$ cat src/rtl/ahb_multi_master_arbiter.sv
// AHB multi-master arbiter: round-robin grant, fixed bursts kept intact, parks on DEFAULT_MASTER.
// Optional bus locking is compiled in with `define AHB_ARB_LOCK_EN.
module ahb_multi_master_arbiter #(
  parameter int NUM_MASTERS     = 2,
  parameter int NUM_MASTER_BITS = $clog2(NUM_MASTERS),
  parameter int DEFAULT_MASTER  = 0
) (
  input  logic                       HCLK,
  input  logic                       HRESETn,
  input  logic [NUM_MASTERS-1:0]     HBUSREQ,
  input  logic [NUM_MASTERS-1:0]     HLOCK,
  input  logic [1:0]                 HTRANS,
  input  logic [2:0]                 HBURST,
  input  logic                       HREADY,
  output logic [NUM_MASTERS-1:0]     HGRANT,
  output logic [NUM_MASTER_BITS-1:0] HMASTER,
  output logic                       HMASTLOCK
);

  localparam logic [1:0] TR_NONSEQ = 2'b10;
  localparam logic [1:0] TR_SEQ    = 2'b11;
  localparam logic [NUM_MASTER_BITS-1:0] DEF_IDX   = NUM_MASTER_BITS'(DEFAULT_MASTER);
  localparam logic [NUM_MASTERS-1:0]     DEF_GRANT = NUM_MASTERS'(1) << DEFAULT_MASTER;

  typedef enum logic [1:0] {
    PARK,
    OWNED,
`ifdef AHB_ARB_LOCK_EN
    BURST,
    LOCKED
`else
    BURST
`endif
  } state_t;

  state_t                     state, state_nxt;
  logic [4:0]                 beat_cnt, beat_nxt;
  logic [NUM_MASTER_BITS-1:0] rr_last, rr_win, grant_idx, nxt_idx, idx;
  logic [NUM_MASTERS-1:0]     grant_nxt;
  logic                       any_req, arb_ok, lock_req, lock_hold, lock_smp, fixed_nonseq, found;

  assign any_req      = |HBUSREQ;
  assign fixed_nonseq = (HTRANS == TR_NONSEQ) && (HBURST[2:1] != 2'b00);

`ifdef AHB_ARB_LOCK_EN
  assign lock_req = HLOCK[grant_idx] & HBUSREQ[grant_idx];
  assign lock_smp = HLOCK[grant_idx];
`else
  logic unused_lock;
  assign unused_lock = ^HLOCK;
  assign lock_req    = 1'b0;
  assign lock_smp    = 1'b0;
`endif

  always_comb begin
    grant_idx = '0;
    for (int i = 0; i < NUM_MASTERS; i++)
      if (HGRANT[i]) grant_idx = NUM_MASTER_BITS'(i);
  end

  // beat_cnt holds beats still to come after the last accepted one, so
  // arbitrating on beat_nxt<=1 hands over during the penultimate beat.
  always_comb begin
    beat_nxt = beat_cnt;
    if (HTRANS == TR_NONSEQ) begin
      case (HBURST)
        3'b010, 3'b011: beat_nxt = 5'd3;
        3'b100, 3'b101: beat_nxt = 5'd7;
        3'b110, 3'b111: beat_nxt = 5'd15;
        default:        beat_nxt = 5'd0;
      endcase
    end else if (HTRANS == TR_SEQ && beat_cnt != 5'd0) begin
      beat_nxt = beat_cnt - 5'd1;
    end
  end

  assign arb_ok = (beat_nxt <= 5'd1) && !lock_hold;

  // Search from rr_last+1 wrapping round, so the current owner comes last.
  always_comb begin
    rr_win = rr_last;
    found  = 1'b0;
    idx    = '0;
    for (int k = 1; k <= NUM_MASTERS; k++) begin
      idx = NUM_MASTER_BITS'((int'(rr_last) + k) % NUM_MASTERS);
      if (!found && HBUSREQ[idx]) begin
        rr_win = idx;
        found  = 1'b1;
      end
    end
  end

  always_comb begin
    grant_nxt = HGRANT;
    nxt_idx   = grant_idx;
    if (arb_ok) begin
      nxt_idx            = any_req ? rr_win : DEF_IDX;
      grant_nxt          = '0;
      grant_nxt[nxt_idx] = 1'b1;
    end
  end

  always_ff @(posedge HCLK or negedge HRESETn) begin
    if (!HRESETn) begin
      HGRANT    <= DEF_GRANT;
      HMASTER   <= DEF_IDX;
      HMASTLOCK <= 1'b0;
      beat_cnt  <= 5'd0;
      rr_last   <= DEF_IDX;
    end else if (HREADY) begin
      HGRANT    <= grant_nxt;
      HMASTER   <= grant_idx;
      HMASTLOCK <= lock_smp;
      beat_cnt  <= beat_nxt;
      if (arb_ok) rr_last <= nxt_idx;
    end
  end

  always_ff @(posedge HCLK or negedge HRESETn) begin
    if (!HRESETn)    state <= PARK;
    else if (HREADY) state <= state_nxt;
  end

  always_comb begin
    state_nxt = state;
    case (state)
      PARK:   if (any_req) state_nxt = OWNED;
      OWNED: begin
`ifdef AHB_ARB_LOCK_EN
        if (lock_req)                 state_nxt = LOCKED;
        else
`endif
        if (fixed_nonseq)             state_nxt = BURST;
        else if (!any_req && arb_ok)  state_nxt = PARK;
      end
      BURST: begin
`ifdef AHB_ARB_LOCK_EN
        if (lock_req)                 state_nxt = LOCKED;
        else
`endif
        if (beat_nxt <= 5'd1)         state_nxt = OWNED;
      end
`ifdef AHB_ARB_LOCK_EN
      // Leaving LOCKED still holds for this transfer: one extra beat after HLOCK falls.
      LOCKED: if (!HLOCK[grant_idx])  state_nxt = OWNED;
`endif
      default:                        state_nxt = PARK;
    endcase
  end

  always_comb begin
    lock_hold = 1'b0;
`ifdef AHB_ARB_LOCK_EN
    lock_hold = (state == LOCKED) || lock_req;
`endif
  end

endmodule

$ cat config.mk
export PLATFORM = sky130hd
export DESIGN_NAME = ahb_multi_master_arbiter
export DESIGN_NICKNAME = d
export VERILOG_FILES = /design/src/rtl/ahb_multi_master_arbiter.sv
export SDC_FILE = /design/constraint.sdc
export NUM_CORES = 1
export LEC_CHECK = 0
export ABC_AREA = 1
export CAP_MARGIN = 20
export CORE_MARGIN = 4
export CORE_UTILIZATION = 43
export CTS_BUF_LIST = sky130_fd_sc_hd__clkbuf_4 sky130_fd_sc_hd__clkbuf_8
export DETAILED_ROUTE_END_ITERATION = 10
export GPL_ROUTABILITY_DRIVEN = 0
export GPL_TIMING_DRIVEN = 1
export PLACE_DENSITY_LB_ADDON = 0.12
export RECOVER_POWER = 50
export SLEW_MARGIN = 20
export SYNTH_ARGS = -nofsm -noshare
export SYNTH_HDL_FRONTEND = slang
export SYNTH_SLANG_ARGS = --single-unit
$ cat constraint.sdc
create_clock -name HCLK -period 1.6 [get_ports HCLK]
set_clock_uncertainty 0.2 [all_clocks]
set_input_delay 0.16 -clock HCLK [delete_from_list [all_inputs] [get_ports HCLK]]
set_output_delay 0.16 -clock HCLK [all_outputs]
set_load 0.02 [all_outputs]
==> flow_summary.yaml, run 1 <==
run_status:
  outcome: "complete, but fails checks"
  violations: "negative setup slack"
power_and_ir_drop:
  p_per_area_nw_per_um2: 1120
  leakage_nw: 0.435
  vdd_drop_max_v: 0.000851
placement:
  placed_area_um2: 759
  post-place-ws_ns: -0.205
  detailed_place_hpwl_um: 998
  dp.cells: 114
  io_buffers: 11
clock_network:
  numCtsBuffers: 3
  cts_buffer_depth: 2
  root_buffer: "clkbuf_4"
  cts_tree: "done"
  numClockSinks: 8
  clk_latency_ns: 0.25
  clk_pin_slew_worst_paths_ns: 0.05
  cts_max_level: 1
final_layout:
  areaGrowthSynthToFinish_pct: 49.5
  antenna_cells: 0
  layout-drive-gt1-share_pct: 39.4
  fill_cells: 98
  fin_nets: 123
  finalInstanceArea_um2: 862
  finalNonFillerCells: 123
timing:
  finalCritPeriodShare_pct: 103
  fin_ws_ns: -0.0410
  fin_setup_tns_ns: -0.0557
  hold_violations: 0
  max_clock_freq_mhz: 609
  whs_ns: 0.274
  finalSetupViolations: 2
  drv_slew: 0
  period_needed_ns: 1.64
  rsz0062_at_grt: "yes"
setup_path:
  crit_buf_inv: 2
  cp_num_cells: 11
  critPathMaxFanout: 5
  crit_type: "flip-flop to flip-flop"
  cp-start-kind: "flip-flop"
  r2r_slack_ns: -0.04
  crit_top_cell: "nand2_2"
  cp.required_ns: 1.53
  r2r-start: "beat_cnt[0]"
  r2r_cells: 11
  rr_endpoint: "HGRANT[1]"
  endpoint_kind: "flip-flop"
  cpMaxStageDelayCell: "dfrtp_1"
  crit_path_max_incr_delay_ns: 0.38
  crit_start: "beat_cnt[0]"
  crit_path_cell_trace: "inv_2, ha_4, nand3_4, nand2_4, inv_2, nand2_2, nand2_2, a21oi_4, nand2_2, nand2_1, nand2_1"
  crit_family: "simple AND/OR/NAND/NOR gates"
  cp_data_arrival_time_ns: 1.58
detailed_routing:
  routed_wl_um: 1380
  met1_length_um: 632
  met3_length_um: 60
  routed.top_layer: "met4"
  met2_length_um: 681
  avgViaCountPerCell: 4.75
  wire_per_inst_um: 11.2
  drtAntennaViolNets: 0
  dr.pass1.iters: 4
  drc: 0
  drt_iter0_markers: 4
  via_count: 584
synthesis:
  syn-num-nets: 95
  ys_seq_elements: 8
  yosysWarnings: 0
  syn_area_per_cell_um2: 7.03
  seq_area_frac_synth_pct: 34.9
  ys_types: 22
  synthesis.area_um2: 577
  synth_cells: 82
flow_run:
  max_cap_violations: 0
floorplanning:
  io_pins: 16
  core-area_um2: 1190
  die_h_um: 44.6
  initial_core_util_pct: 48.6
  die_w_um: 44.6
  die_area_um2: 1990
  num_rows: 12
grt:
  grt.overflow.total: 0
  grt_pass1_vias: 613
  grt_pass1_wl_um: 2480
  antenna_found_initial: 0
  grt_use_total_pct: 16.1
  grt_max_degree: 9
min_path:
  holdPathEnd: "HGRANT[0]"
  holdCritPathClass: "flip-flop to flip-flop"
  min-delay-start: "HGRANT[0]"
  holdPathStages: 2
## worst reg2reg max path, stage by stage (launching register included)
cell and delay, ns:
dfrtp_1 0.38, inv_2 0.08, ha_4 0.16, nand3_4 0.09
nand2_4 0.11, inv_2 0.04, nand2_2 0.05, nand2_2 0.06
a21oi_4 0.17, nand2_2 0.08, nand2_1 0.06, nand2_1 0.05
## worst max-delay path by stage
| stage | end | slack (ns) |
|---|---|---|
| after global placement | HGRANT[1] | -0.18 |
| after CTS | HGRANT[1] | -0.05 |
| after detailed placement | HGRANT[1] | -0.20 |
| after global routing | HGRANT[1] | -0.19 |
| after floorplan | HGRANT[1] | 0.000007 |
| final | HGRANT[1] | -0.04 |
## synthesized netlist by cell type
cell	count	area, um2
nand2_4	1	11.3
a21oi_4	1	16.3
ha_1	1	12.5
o21ai_0	5	25.0
dfrtp_1	7	175
dfstp_2	1	26.3
nand2_2	4	25.0
nand3b_1	1	7.51
inv_1	11	41.3
buf_4	2	15.0
nand3_1	6	30.0
a21oi_1	1	5.00
nand3_2	2	20.0
nor2_1	5	18.8
nor2_4	1	11.3
a31oi_1	1	6.26
nor2_2	2	12.5
clkinv_1	1	3.75
a21oi_2	1	8.76
inv_2	2	7.51
nand2_1	25	93.8
conb_1	1	3.75
## placed cells by master, fill, tap and decap left out
cell type,count
clkinv_1,1
conb_1,1
o21ai_2,1
clkdlybuf4s50_1,6
inv_2,6
a31oi_1,1
nand3_4,1
nand3_2,1
nand2_2,7
dfstp_2,1
buf_4,12
dfrtp_2,1
a21oi_1,1
nand2_1,22
clkbuf_4,4
clkbuf_1,1
dfrtp_1,6
nand3_1,6
nor2_2,2
inv_1,7
buf_6,1
a21oi_2,1
nand3b_1,1
dlygate4sd2_1,2
a21oi_4,1
nor2_1,4
o21ai_1,2
ha_4,1
o21ai_0,2
dlygate4sd3_1,3
nor2_4,2
nand2_4,1
## state kept, by name (all words and copies together) (netlist names)
register	count
HGRANT	2
beat_cnt	5
HMASTER	1
## cells by family (layout without fill, tap and decap cells)
| kind of cell | after synthesis | in the layout | synth area share (%) |
|---|---|---|---|
| DFF | 8 | 8 | 34.9 |
| buffers and inverters | 16 | 43 | 11.7 |
| adders and majority gates | 1 | 1 | 2.17 |
| AOI/OAI and AO/OA | 9 | 9 | 10.6 |
| other | 1 | 1 | 0.650 |
| and+or+nand+nor | 47 | 47 | 39.9 |
## report_power, final
part,internal (mW),leakage [nW],switching [mW],total (mW)
logic,0.212,0.320,0.255,0.467
registers,0.269,0.0976,0.0514,0.320
clock network,0.112,0.0184,0.0657,0.178
total,0.593,0.435,0.372,0.965
## stage by stage
step                power (mW)  util, %
floorplan                0.572        -
global placement         0.729     64.0
detailed placement       0.734     64.0
CTS                      0.939     70.1
global route              1.05     72.7
finish                   0.965     72.7
## per-layer routing
layer	track usage [%]	up-vias
met5	0	-
met4	4.22	0
met3	1.63	2
met2	28.1	12
met1	20.8	263
li1	-	307
## repair_timing
action                     in CTS  in global routing
pin swaps                       5                  4
hold endpoints to repair        4                  0
resized for setup               7                 13
hold buffers                    1                  0
setup buffers                   2                  4
setup endpoints to repair       6                  7
## layout make-up
cell class / instances / area (um2) / area share, %
Tap cell: 14 / 17.5 / 2.03
Sequential cell: 8 / 203 / 23.5
Inverter: 14 / 52.6 / 6.10
Multi-Input combinational cell: 58 / 347 / 40.2
Clock buffer: 4 / 30.0 / 3.48
Timing Repair Buffer: 25 / 213 / 24.7
(Power assumes the default switching activity.)
==> run 2, diff against run 1 <==
--- a/config.mk
+++ b/config.mk
@@ -15,7 +15,6 @@
 export GPL_TIMING_DRIVEN = 1
 export PLACE_DENSITY_LB_ADDON = 0.12
 export RECOVER_POWER = 50
-export SLEW_MARGIN = 20
 export SYNTH_ARGS = -nofsm -noshare
 export SYNTH_HDL_FRONTEND = slang
 export SYNTH_SLANG_ARGS = --single-unit
==> results of run 2 <==
Same layout as run 1: the final DEF is identical, and so are final timing and power.
==> RTL change (config.mk and constraints of run 2) <==
Build with the macro `AHB_ARB_LOCK_EN` defined.
--- a/src/rtl/ahb_multi_master_arbiter.sv
+++ b/src/rtl/ahb_multi_master_arbiter.sv
@@ -2,2 +2,4 @@
 // Optional bus locking is compiled in with `define AHB_ARB_LOCK_EN.
+`define AHB_ARB_LOCK_EN
+
 module ahb_multi_master_arbiter #(
Check against the original RTL: not equivalent (a bounded check fails within 4 cycles, from zero or initial values and one cycle with HRESETn low).
==> RTL change against run 2 <==
  * The run still ends with setup timing left
  * Area after synthesis is 51% higher
  * Sequential cell count up 3
  * Routed wire length grew 89%
  * Non-clock buffer count grew 13
  * Setup slack worse by 0.41 ns
  * Design area grew 56%
  * Fmax shrank 20%
  * Total power up 81%
==> RTL change: results (changes against run 2) <==
Status
  – Outcome: complete, but fails checks (unchanged)
  – Failing checks: setup timing (unchanged)

Detailed routing
  – Length of routed met2 wiring: 1280 um (was 681 um)
  – Detailed Route WL: 2610 um (was 1380 um)
  – Drt wl/cell: 13.5 um (was 11.2 um)
  – Met3 wire length: 123 um (was 60 um)
  – Via density: 5.05 (was 4.75)
  – Metal-1 WL: 1130 um (was 632 um)

STA
  – Setup violators final: 8 (was 2)
  – Final setup margin: -0.454 ns (was -0.0410 ns)

Global route
  – Met1 Track Usage GR: 25.7% (was 20.8%)
  – Pin count of the biggest net entering global routing: 12 (was 9)
  – Gr usage total: 20.3% (was 16.1%)
  – Met2 usage: 31.4% (was 28.1%)
  – Global-route wire length before repair: 4000 um (was 2480 um)
  – Met3 usage: 4.51% (was 1.63%)

Setup path
  – Maximum fanout along the worst path: 3 (was 5)
  – Data arrival, critical path: 2.03 ns (was 1.58 ns)

Layout
  – Share of layout cells above drive strength 1: 36.9% (was 39.4%)
  – Largest regs: beat_cnt: 5 flops, HGRANT: 2 flops, state: 2 flops (was beat_cnt: 5 flops, HGRANT: 2 flops, HMASTER: 1 flops)
  – Register Area: 277 um2 (was 203 um2)
  – Layout Nets: 186 (was 123)
  – Filler cell count: 146 (was 98)

Synth
  – Post-synthesis adder-cell area fraction: 7.20% (was 2.17%)
  – Share of the yosys chip area belonging to registers: 31.8% (was 34.9%)
  – Compound-cell area share of the yosys netlist: 12.7% (was 10.6%)
  – Distinct cells, synth: 25 (was 22)
  – Post-Syn Nets: 145 (was 95)

Placement
  – Dpl hpwl: 1720 um (was 998 um)
  – Pre-CTS WS: -0.463 ns (was -0.205 ns)
  – Placed inst area: 0.00118 mm2 (was 759 um2)
  – Cell count after placement: 182 (was 114)

Worst hold path
  – Hold WC Path Type: input pin to async pin (was flop to flop)

Power and ir drop
  – Static Leakage: 0.694 nW (was 0.435 nW)
  – Worst vdd ir: 0.869 mV (was 0.851 mV)

Floorplanning
  – Core ar.: 0.00182 mm2 (was 0.00119 mm2)

Clocking
  – Worst-path clk slew: 0.08 ns (was 0.05 ns)
[RTL change: changes by cell type after synthesis, sizes merged, moves of 3 or more]
cell	run 2	this run
dfrtp	7	10
ha	1	5
inv	13	23
nand2	30	40
nand3	8	12
nor2	8	13
o21ai	5	12
[RTL change: cell type report]
class,count,share of cell area [%]
multi-input cells,92,44.3
repair buffers,38,24.0
flip-flops and latches,11,20.5
inverters,23,6.60
well taps,25,2.32
clock buffers,4,2.23
[RTL change: path summary, 6_finish.rpt]
| check | start | endpoint | slack (ns) | cells past startpoint |
|---|---|---|---|---|
| setup reg to reg | beat_cnt[0] | state[0] | -0.45 | 16 |
| hold reg to reg | HMASTER | HMASTER | 0.30 | 2 |
| hold / removal | HRESETn | beat_cnt[1] | 0.09 | 1 |
| min in group HCLK | HMASTER | HMASTER | 0.30 | 2 |
| max in group asynchronous | HRESETn | HGRANT[0] | 0.73 | 1 |
| setup / recovery | beat_cnt[0] | state[0] | -0.45 | 16 |
[RTL change: timing repair]
action,4_1_cts,5_1_grt
setup buffers,4,4
pin swaps,5,8
resized for setup,15,19
setup endpoints to repair,11,8
hold buffers,0,0
[RTL change: worst max-delay path, cell delays in order, from the launching register on]
cell and delay, ns:
dfrtp_1 0.40, inv_2 0.09, buf_4 0.11, buf_4 0.10, nand2_1 0.06, nand2_1 0.07, nand2_1 0.08, nand2_4 0.09
nand2_4 0.05, nand2_2 0.09, nand2_4 0.07, nor2_4 0.11, nand4_1 0.14, nand2_2 0.13, nand2_2 0.06, nand2_1 0.06
nand2_1 0.05
[RTL change: power breakdown]
group	switching (mW)	internal, mW	leakage (nW)
sequential	0.0841	0.384	0.133
combinational	0.596	0.463	0.543
clock	0.108	0.114	0.0184
